==> config.mk <==
export PLATFORM = sky130hd
export DESIGN_NAME = obstacle_renderer
export DESIGN_NICKNAME = d
export VERILOG_FILES = /design/src/rtl/obstacle_renderer.sv
export SDC_FILE = /design/constraint.sdc
export NUM_CORES = 1
export LEC_CHECK = 0
export CAP_MARGIN = 20
export CORE_MARGIN = 2
export CORE_UTILIZATION = 56
export DETAILED_ROUTE_END_ITERATION = 16
export PLACE_DENSITY = 0.91
export SLEW_MARGIN = 20
export SYNTH_ARGS = -nofsm -noshare
export SYNTH_HDL_FRONTEND = slang
export SYNTH_SLANG_ARGS = --single-unit
==> constraint.sdc <==
create_clock -name clock -period 7.4 [get_ports clock]
set_input_delay 0.74 -clock clock [delete_from_list [all_inputs] [get_ports clock]]
set_output_delay 0.74 -clock clock [all_outputs]
set_load 0.02 [all_outputs]
==> src/rtl/obstacle_renderer.sv <==
// ---------------------------------------------------------------------------
// obstacle_renderer
//
// Purpose:
//   Turns the positions of N_OBS obstacles into a serial stream of pixel
//   writes for the VGA adapter. On every accepted frame tick the renderer
//   erases each obstacle at the position it last drew it (if any), snapshots
//   the current positions, then draws every obstacle as a BLK_W x BLK_H block.
//
// Optional feature (macro OBS_HIT_EN):
//   When defined, adds player_x / player_y inputs and a sticky hit output that
//   rises when a drawn (non-clipped) obstacle pixel lands inside the 4x4
//   player box. hit clears on reset and on the next accepted frame tick.
//   When undefined, those ports and the logic behind them do not exist.
//
// Ports:
//   clock       in   system clock
//   resetn      in   asynchronous active-low reset
//   frame_tick  in   start-of-frame request, only looked at while idle
//   obs_x       in   packed X positions, obstacle i at [8i+7:8i]
//   obs_y       in   packed Y positions, obstacle i at [7i+6:7i]
//   pix_ready   in   write port accepts the presented pixel this cycle
//   player_x    in   (OBS_HIT_EN) player box X origin
//   player_y    in   (OBS_HIT_EN) player box Y origin
//   hit         out  (OBS_HIT_EN) sticky obstacle/player overlap flag
//   x, y        out  pixel coordinates
//   colour      out  pixel colour
//   plot        out  pixel valid
//   busy        out  high from the cycle after an accepted tick through DONE
//   frame_done  out  one-cycle pulse in the DONE state
//   state_dbg   out  current FSM state, for observation only
//
// Handshake (plot / pix_ready):
//   A pixel transfers on a rising clock edge where plot=1 and pix_ready=1.
//   While plot=1 and pix_ready=0, x/y/colour/plot stay unchanged. plot never
//   depends combinationally on pix_ready. A pixel that falls outside the
//   160x120 playfield is skipped: it occupies one cycle with plot=0 and the
//   walk advances without waiting for pix_ready.
// ---------------------------------------------------------------------------
module obstacle_renderer #(
    parameter int         N_OBS      = 10,
    parameter int         BLK_W      = 4,
    parameter int         BLK_H      = 4,
    parameter logic [2:0] OBS_COLOUR = 3'b100,
    parameter logic [2:0] BG_COLOUR  = 3'b000
) (
    input  logic                 clock,
    input  logic                 resetn,
    input  logic                 frame_tick,
    input  logic [8*N_OBS-1:0]   obs_x,
    input  logic [7*N_OBS-1:0]   obs_y,
    input  logic                 pix_ready,
`ifdef OBS_HIT_EN
    input  logic [7:0]           player_x,
    input  logic [6:0]           player_y,
    output logic                 hit,
`endif
    output logic [7:0]           x,
    output logic [6:0]           y,
    output logic [2:0]           colour,
    output logic                 plot,
    output logic                 busy,
    output logic                 frame_done,
    output logic [2:0]           state_dbg
);

    localparam logic [2:0] IDLE  = 3'd0;
    localparam logic [2:0] ERASE = 3'd1;
    localparam logic [2:0] LATCH = 3'd2;
    localparam logic [2:0] DRAW  = 3'd3;
    localparam logic [2:0] DONE  = 3'd4;

    // Counter widths; a 1-pixel dimension still gets a 1-bit counter.
    localparam int IW  = (N_OBS > 1) ? $clog2(N_OBS) : 1;
    localparam int DXW = (BLK_W > 1) ? $clog2(BLK_W) : 1;
    localparam int DYW = (BLK_H > 1) ? $clog2(BLK_H) : 1;

    localparam logic [IW-1:0]  LAST_OBS = IW'(N_OBS - 1);
    localparam logic [DXW-1:0] LAST_DX  = DXW'(BLK_W - 1);
    localparam logic [DYW-1:0] LAST_DY  = DYW'(BLK_H - 1);

    // -----------------------------------------------------------------------
    // State and walk counters
    // -----------------------------------------------------------------------
    logic [2:0]         state_q, state_d;
    logic [IW-1:0]      obs_idx_q, obs_idx_d;
    logic [DXW-1:0]     dx_q, dx_d;
    logic [DYW-1:0]     dy_q, dy_d;

    // Snapshot of the positions that were (or are being) drawn this frame;
    // the erase pass of the next frame walks these same positions.
    logic [8*N_OBS-1:0] shadow_x_q;
    logic [7*N_OBS-1:0] shadow_y_q;
    logic               shadow_valid_q, shadow_valid_d;
    logic               latch_en;

    // -----------------------------------------------------------------------
    // Current pixel
    // -----------------------------------------------------------------------
    logic [7:0] base_x;
    logic [6:0] base_y;
    logic [8:0] pix_x;
    logic [7:0] pix_y;
    logic       clip;
    logic       in_walk;
    logic       advance;
    logic       last_pixel;
    logic       tick_accept;

    always_comb begin
        base_x = 8'd0;
        base_y = 7'd0;
        for (int i = 0; i < N_OBS; i++) begin
            if (obs_idx_q == IW'(i)) begin
                base_x = shadow_x_q[8*i +: 8];
                base_y = shadow_y_q[7*i +: 7];
            end
        end
    end

    // Widened sums so blocks hanging off the right/bottom edge are detected
    // instead of wrapping back onto the playfield.
    assign pix_x = 9'(base_x) + 9'(dx_q);
    assign pix_y = 8'(base_y) + 8'(dy_q);
    assign clip  = (pix_x > 9'd159) || (pix_y > 8'd119);

    assign in_walk     = (state_q == ERASE) || (state_q == DRAW);
    assign advance     = in_walk && (clip || pix_ready);
    assign last_pixel  = (obs_idx_q == LAST_OBS) && (dx_q == LAST_DX) &&
                         (dy_q == LAST_DY);
    assign tick_accept = (state_q == IDLE) && frame_tick;

    // Outputs are decoded straight from registered state, so an asynchronous
    // reset drops plot at once and held pixels stay stable while stalled.
    assign plot       = in_walk && !clip;
    assign x          = plot ? pix_x[7:0] : 8'd0;
    assign y          = plot ? pix_y[6:0] : 7'd0;
    assign colour     = plot ? ((state_q == DRAW) ? OBS_COLOUR : BG_COLOUR)
                             : 3'd0;
    assign busy       = (state_q != IDLE);
    assign frame_done = (state_q == DONE);
    assign state_dbg  = state_q;

    // -----------------------------------------------------------------------
    // Next-state logic
    // -----------------------------------------------------------------------
    always_comb begin
        state_d        = state_q;
        obs_idx_d      = obs_idx_q;
        dx_d           = dx_q;
        dy_d           = dy_q;
        shadow_valid_d = shadow_valid_q;
        latch_en       = 1'b0;

        case (state_q)
            IDLE: begin
                if (frame_tick) begin
                    state_d   = shadow_valid_q ? ERASE : LATCH;
                    obs_idx_d = '0;
                    dx_d      = '0;
                    dy_d      = '0;
                end
            end

            ERASE, DRAW: begin
                if (advance) begin
                    if (last_pixel) begin
                        obs_idx_d = '0;
                        dx_d      = '0;
                        dy_d      = '0;
                        state_d   = (state_q == ERASE) ? LATCH : DONE;
                    end else if (dx_q != LAST_DX) begin
                        dx_d = dx_q + DXW'(1);
                    end else if (dy_q != LAST_DY) begin
                        dx_d = '0;
                        dy_d = dy_q + DYW'(1);
                    end else begin
                        dx_d      = '0;
                        dy_d      = '0;
                        obs_idx_d = obs_idx_q + IW'(1);
                    end
                end
            end

            LATCH: begin
                latch_en       = 1'b1;
                shadow_valid_d = 1'b1;
                state_d        = DRAW;
            end

            DONE: begin
                state_d = IDLE;
            end

            default: begin
                state_d = IDLE;
            end
        endcase
    end

    // -----------------------------------------------------------------------
    // Registers
    // -----------------------------------------------------------------------
    always_ff @(posedge clock or negedge resetn) begin
        if (!resetn) begin
            state_q        <= IDLE;
            obs_idx_q      <= '0;
            dx_q           <= '0;
            dy_q           <= '0;
            shadow_valid_q <= 1'b0;
        end else begin
            state_q        <= state_d;
            obs_idx_q      <= obs_idx_d;
            dx_q           <= dx_d;
            dy_q           <= dy_d;
            shadow_valid_q <= shadow_valid_d;
        end
    end

    always_ff @(posedge clock or negedge resetn) begin
        if (!resetn) begin
            shadow_x_q <= '0;
            shadow_y_q <= '0;
        end else if (latch_en) begin
            shadow_x_q <= obs_x;
            shadow_y_q <= obs_y;
        end
    end

`ifdef OBS_HIT_EN
    // -----------------------------------------------------------------------
    // Player collision flag
    // -----------------------------------------------------------------------
    logic hit_q, hit_d;
    logic in_box;

    // Player box is fixed at 4x4 regardless of the obstacle block size.
    assign in_box = (pix_x >= 9'(player_x)) && (pix_x <= 9'(player_x) + 9'd3) &&
                    (pix_y >= 8'(player_y)) && (pix_y <= 8'(player_y) + 8'd3);

    always_comb begin
        hit_d = hit_q;
        if (tick_accept) begin
            hit_d = 1'b0;
        end else if ((state_q == DRAW) && plot && pix_ready && in_box) begin
            hit_d = 1'b1;
        end
    end

    always_ff @(posedge clock or negedge resetn) begin
        if (!resetn) begin
            hit_q <= 1'b0;
        end else begin
            hit_q <= hit_d;
        end
    end

    assign hit = hit_q;
`else
    // tick_accept only feeds the collision flag.
    logic unused_tick_accept;
    assign unused_tick_accept = tick_accept;
`endif

endmodule

==> run_results.csv <==
group,metric,value,unit
power_and_ir_drop,comb_power_share,0.395,
die,fp.dieW,128,um
setup_path,arrival,6.10,ns
synthesis,synth-main-ff-cell,"dfrtp_1",
synthesis,synth_largest_area_cell,"dfrtp_1",
global_routing,grt_pass1_wl,36300,um
clock_tree,clk_latency,0.44,ns
power_and_ir_drop,swShare,0.365,
route,wl_met3,1670,um
power_and_ir_drop,p_sw,1.19,mW
sta,tightest_slew,1.14,ns
clock_tree,post_cts_resized,0,
setup_path,slowest_delay,0.89,ns
sta,finalSetupTns,0,ns
synthesis,synth_top_family_by_area,"multiplexers",
setup_path,end_kind,"output port",
synthesis,yosysTopAreaCellShare,0.472,
placement,place_hpwl,16300,um
synthesis,ys_async_sr_fraction,1.00,
sta,setup_viol,0,
power_and_ir_drop,vdd_ir_drop_max,0.000202,V
synthesis,ys_warn_count,0,
sta,grt_setup_unrepaired,"no",
route,routed_wl,23600,um
clock_tree,cts_hold_buf,0,
final_layout,drive_gt1_frac,0.222,
sta,finalCritPeriodShare,0.925,
setup_path,timing.rr.end,"dx_q[1]",
synthesis,synth.mux.area_fraction,0.195,
setup_path,cpMostUsedCell,"nor2_1",
placement,port_buffers,175,
setup_path,worstPathCellList,"inv_1 -> ha_1 -> buf_4 -> nor2b_1 -> a22oi_1 -> nor2_1 -> a21oi_1 -> o21ai_0 -> o221a_2 -> o21ai_0 -> a31oi_1 -> ha_1 -> inv_1 -> fa_1 -> nor2b_1 -> o32ai_2 -> nor2_1 -> nand3_2 -> nor2_1 -> clkdlybuf4s50_1",
setup_path,path_class,"reg -> out",
die,start_util,0.569,
power_and_ir_drop,p_int,2.08,mW
route,top_layer,"met4",
clock_tree,cts_buffers,17,
route,drcViolationCount,0,
global_routing,grt_pass1_vias,6898,
route,drt_iter0_markers,679,
final_layout,syn_to_final_growth,27.4,%
min_path,hp-class,"in -> async",
synthesis,synth_most_common_cell,"dfrtp_1",
synthesis,synthesis.area,0.00859,mm2
die,die_h,128,um
synthesis,synth_area_leaders,"dfrtp_1, mux2_2, a21oi_1",
final_layout,finalNetCount,1074,
die,ios,178,
global_routing,antenna_found_initial,0,
global_routing,grt_max_degree,89,
status,status,"completed",
power_and_ir_drop,leakage,4.57,nW
synthesis,synthXorXnorAreaFrac,0.0122,
sta,hold_viol_final,0,
final_layout,regArea,0.00405,mm2
power_and_ir_drop,power,3.27,mW
clock_tree,cts_tree,"built",
clock_tree,cts_max_level,4,
final_layout,multi_input_area,0.00416,mm2
power_and_ir_drop,p_per_area,299,mW/mm2
route,avgViaCountPerCell,6.21,
global_routing,grt_overflow,0,
sta,maxSlewViolCount,0,
clock_tree,clock_tree.root_cell,"clkbuf_16",
synthesis,synth_area_per_cell,11.3,um2
synthesis,ys_seq_area_frac,0.472,
setup_path,path_buf_inv,4,
synthesis,synth_edf_count,0,
setup_path,cpMaxStageDelayCell,"nor2b_1",
setup_path,ff2ff_path_depth,19,
route,met2_length,11600,um
sta,fin_crit,6.84,ns
clock_tree,clkTransAtPathRegs,0.06,ns
clock_tree,cts_sinks,162,
global_routing,grt_use_total,0.292,
placement,gp_congestion,0.909,
route,met1Wirelength,9290,um
power_and_ir_drop,p_clk_frac,0.270,
sta,finalClockSkew,0.00993,ns
final_layout,antenna_cells,0,
sta,slew_headroom,0.240,
die,rows,45,
run,drv_cap,0,
power_and_ir_drop,power_frac_seq,0.335,
final_layout,n_fill_cell,1055,
synthesis,synth_common_cells,"dfrtp_1, mux2_2, nor2_1",
synthesis,syn_inst,760,
die,fp.dieArea,0.0163,mm2
synthesis,synth_simple_gate_area_frac,0.110,
sta,hold_slack,0.370,ns
route,wl_per_cell,21.3,um
route,ant_nets,0,
route,num_vias,6881,
setup_path,startpoint_type,"flop",
setup_path,crit_required,6.66,ns
die,core_area,0.0151,mm2
setup_path,worstReg2RegStart,"obs_idx_q[0]",
setup_path,cp_top_family,"simple AND/OR/NAND/NOR gates",
setup_path,rrSetupSlack,1.90,ns
synthesis,synth-adder-area-share,0.0207,
setup_path,crit_path_max_fanout,31,
clock_tree,clockBufferDepth,2,
sta,max_freq,0.146,GHz
route,drtPass1Iterations,5,
clock_tree,cts_setup_buffers,0,
synthesis,synth_compound_area_frac,0.145,
synthesis,synth.lib_cells_used.distinct,84,
synthesis,ys_seq_elements,162,
==> routing by layer <==
layer / global-route usage / up-vias
met2: 0.488 / 339
met1: 0.357 / 3400
met3: 0.0680 / 79
li1: - / 3063
met4: 0.145 / 0
met5: 0 / -
==> stage by stage <==
step           worst slack, ns  instance area [um2]  std cells   util
6_report                 0.556                10900       1108  0.725
5_1_grt                 0.0627                10900       1108  0.725
4_1_cts                  0.676                10900       1108  0.725
3_5_place_dp              1.15                10400       1076  0.686
3_3_place_gp              1.34                10400       1076  0.686
2_1_floorplan             2.49                 8590        761      -
==> worst max path at each step <==
stage,start,endpoint,slack [ns],depth (start not counted)
finish,obs_idx_q[0],y[2],0.56,20
global route,obs_idx_q[0],y[2],0.06,20
CTS,obs_idx_q[0],y[2],0.68,20
detailed placement,obs_idx_q[0],y[2],1.15,20
global placement,obs_idx_q[0],y[6],1.34,20
floorplan,obs_idx_q[1],y[2],2.49,22
==> state kept, by name, summed over array words and instances, names as in the netlist <==
register,cells
shadow_x_q,80
shadow_y_q,70
obs_idx_q,4
state_dbg,3
dx_q,2
dy_q,2
shadow_valid_q,1
==> placed cells by master (no fill, tap or decap), types with 8 or more instances in the layout <==
cell             Yosys  layout
a21oi_1             39      39
a221oi_1            15      15
clkbuf_16            0      17
clkdlybuf4s50_1      0     174
dfrtp_1            162     162
ha_1                11       9
inv_1               28      28
mux2_2             141     141
nand2_1             41      41
nand3b_1             9       9
nor2_1              50      50
nor2b_1             21      21
o21ai_0             22      22
o22ai_1              8       8
==> power groups by stage <==
stage                     combinational [mW]  sequential, mW  clock [mW]
after detailed placement                1.26            1.11           0
after global placement                  1.24            1.10           0
after global routing                    1.39            1.11       0.925
final                                   1.29            1.10       0.883
after CTS                               1.27            1.09       0.887
after floorplan                        0.858            1.06           0
==> layout make-up <==
class                   instances  area share
clock inverters                 9      0.0109
flip-flops and latches        162       0.371
inverters                      28     0.00961
repair buffers                181       0.164
well taps                     188      0.0215
multi-input cells             517       0.380
clock buffers                  23      0.0428
==> logic make-up (layout without fill, tap and decap cells) <==
| family | Yosys count | in the layout |
|---|---|---|
| AO/OA/AOI/OAI | 170 | 170 |
| XOR/XNOR | 12 | 12 |
| adder cells (fa/ha/maj) | 13 | 13 |
| buffers and inverters | 82 | 241 |
| flip-flops | 162 | 162 |
| multiplexers | 148 | 148 |
| other | 1 | 2 |
| AND/OR/NAND/NOR | 172 | 172 |
Power figures use the tool's default switching activity.
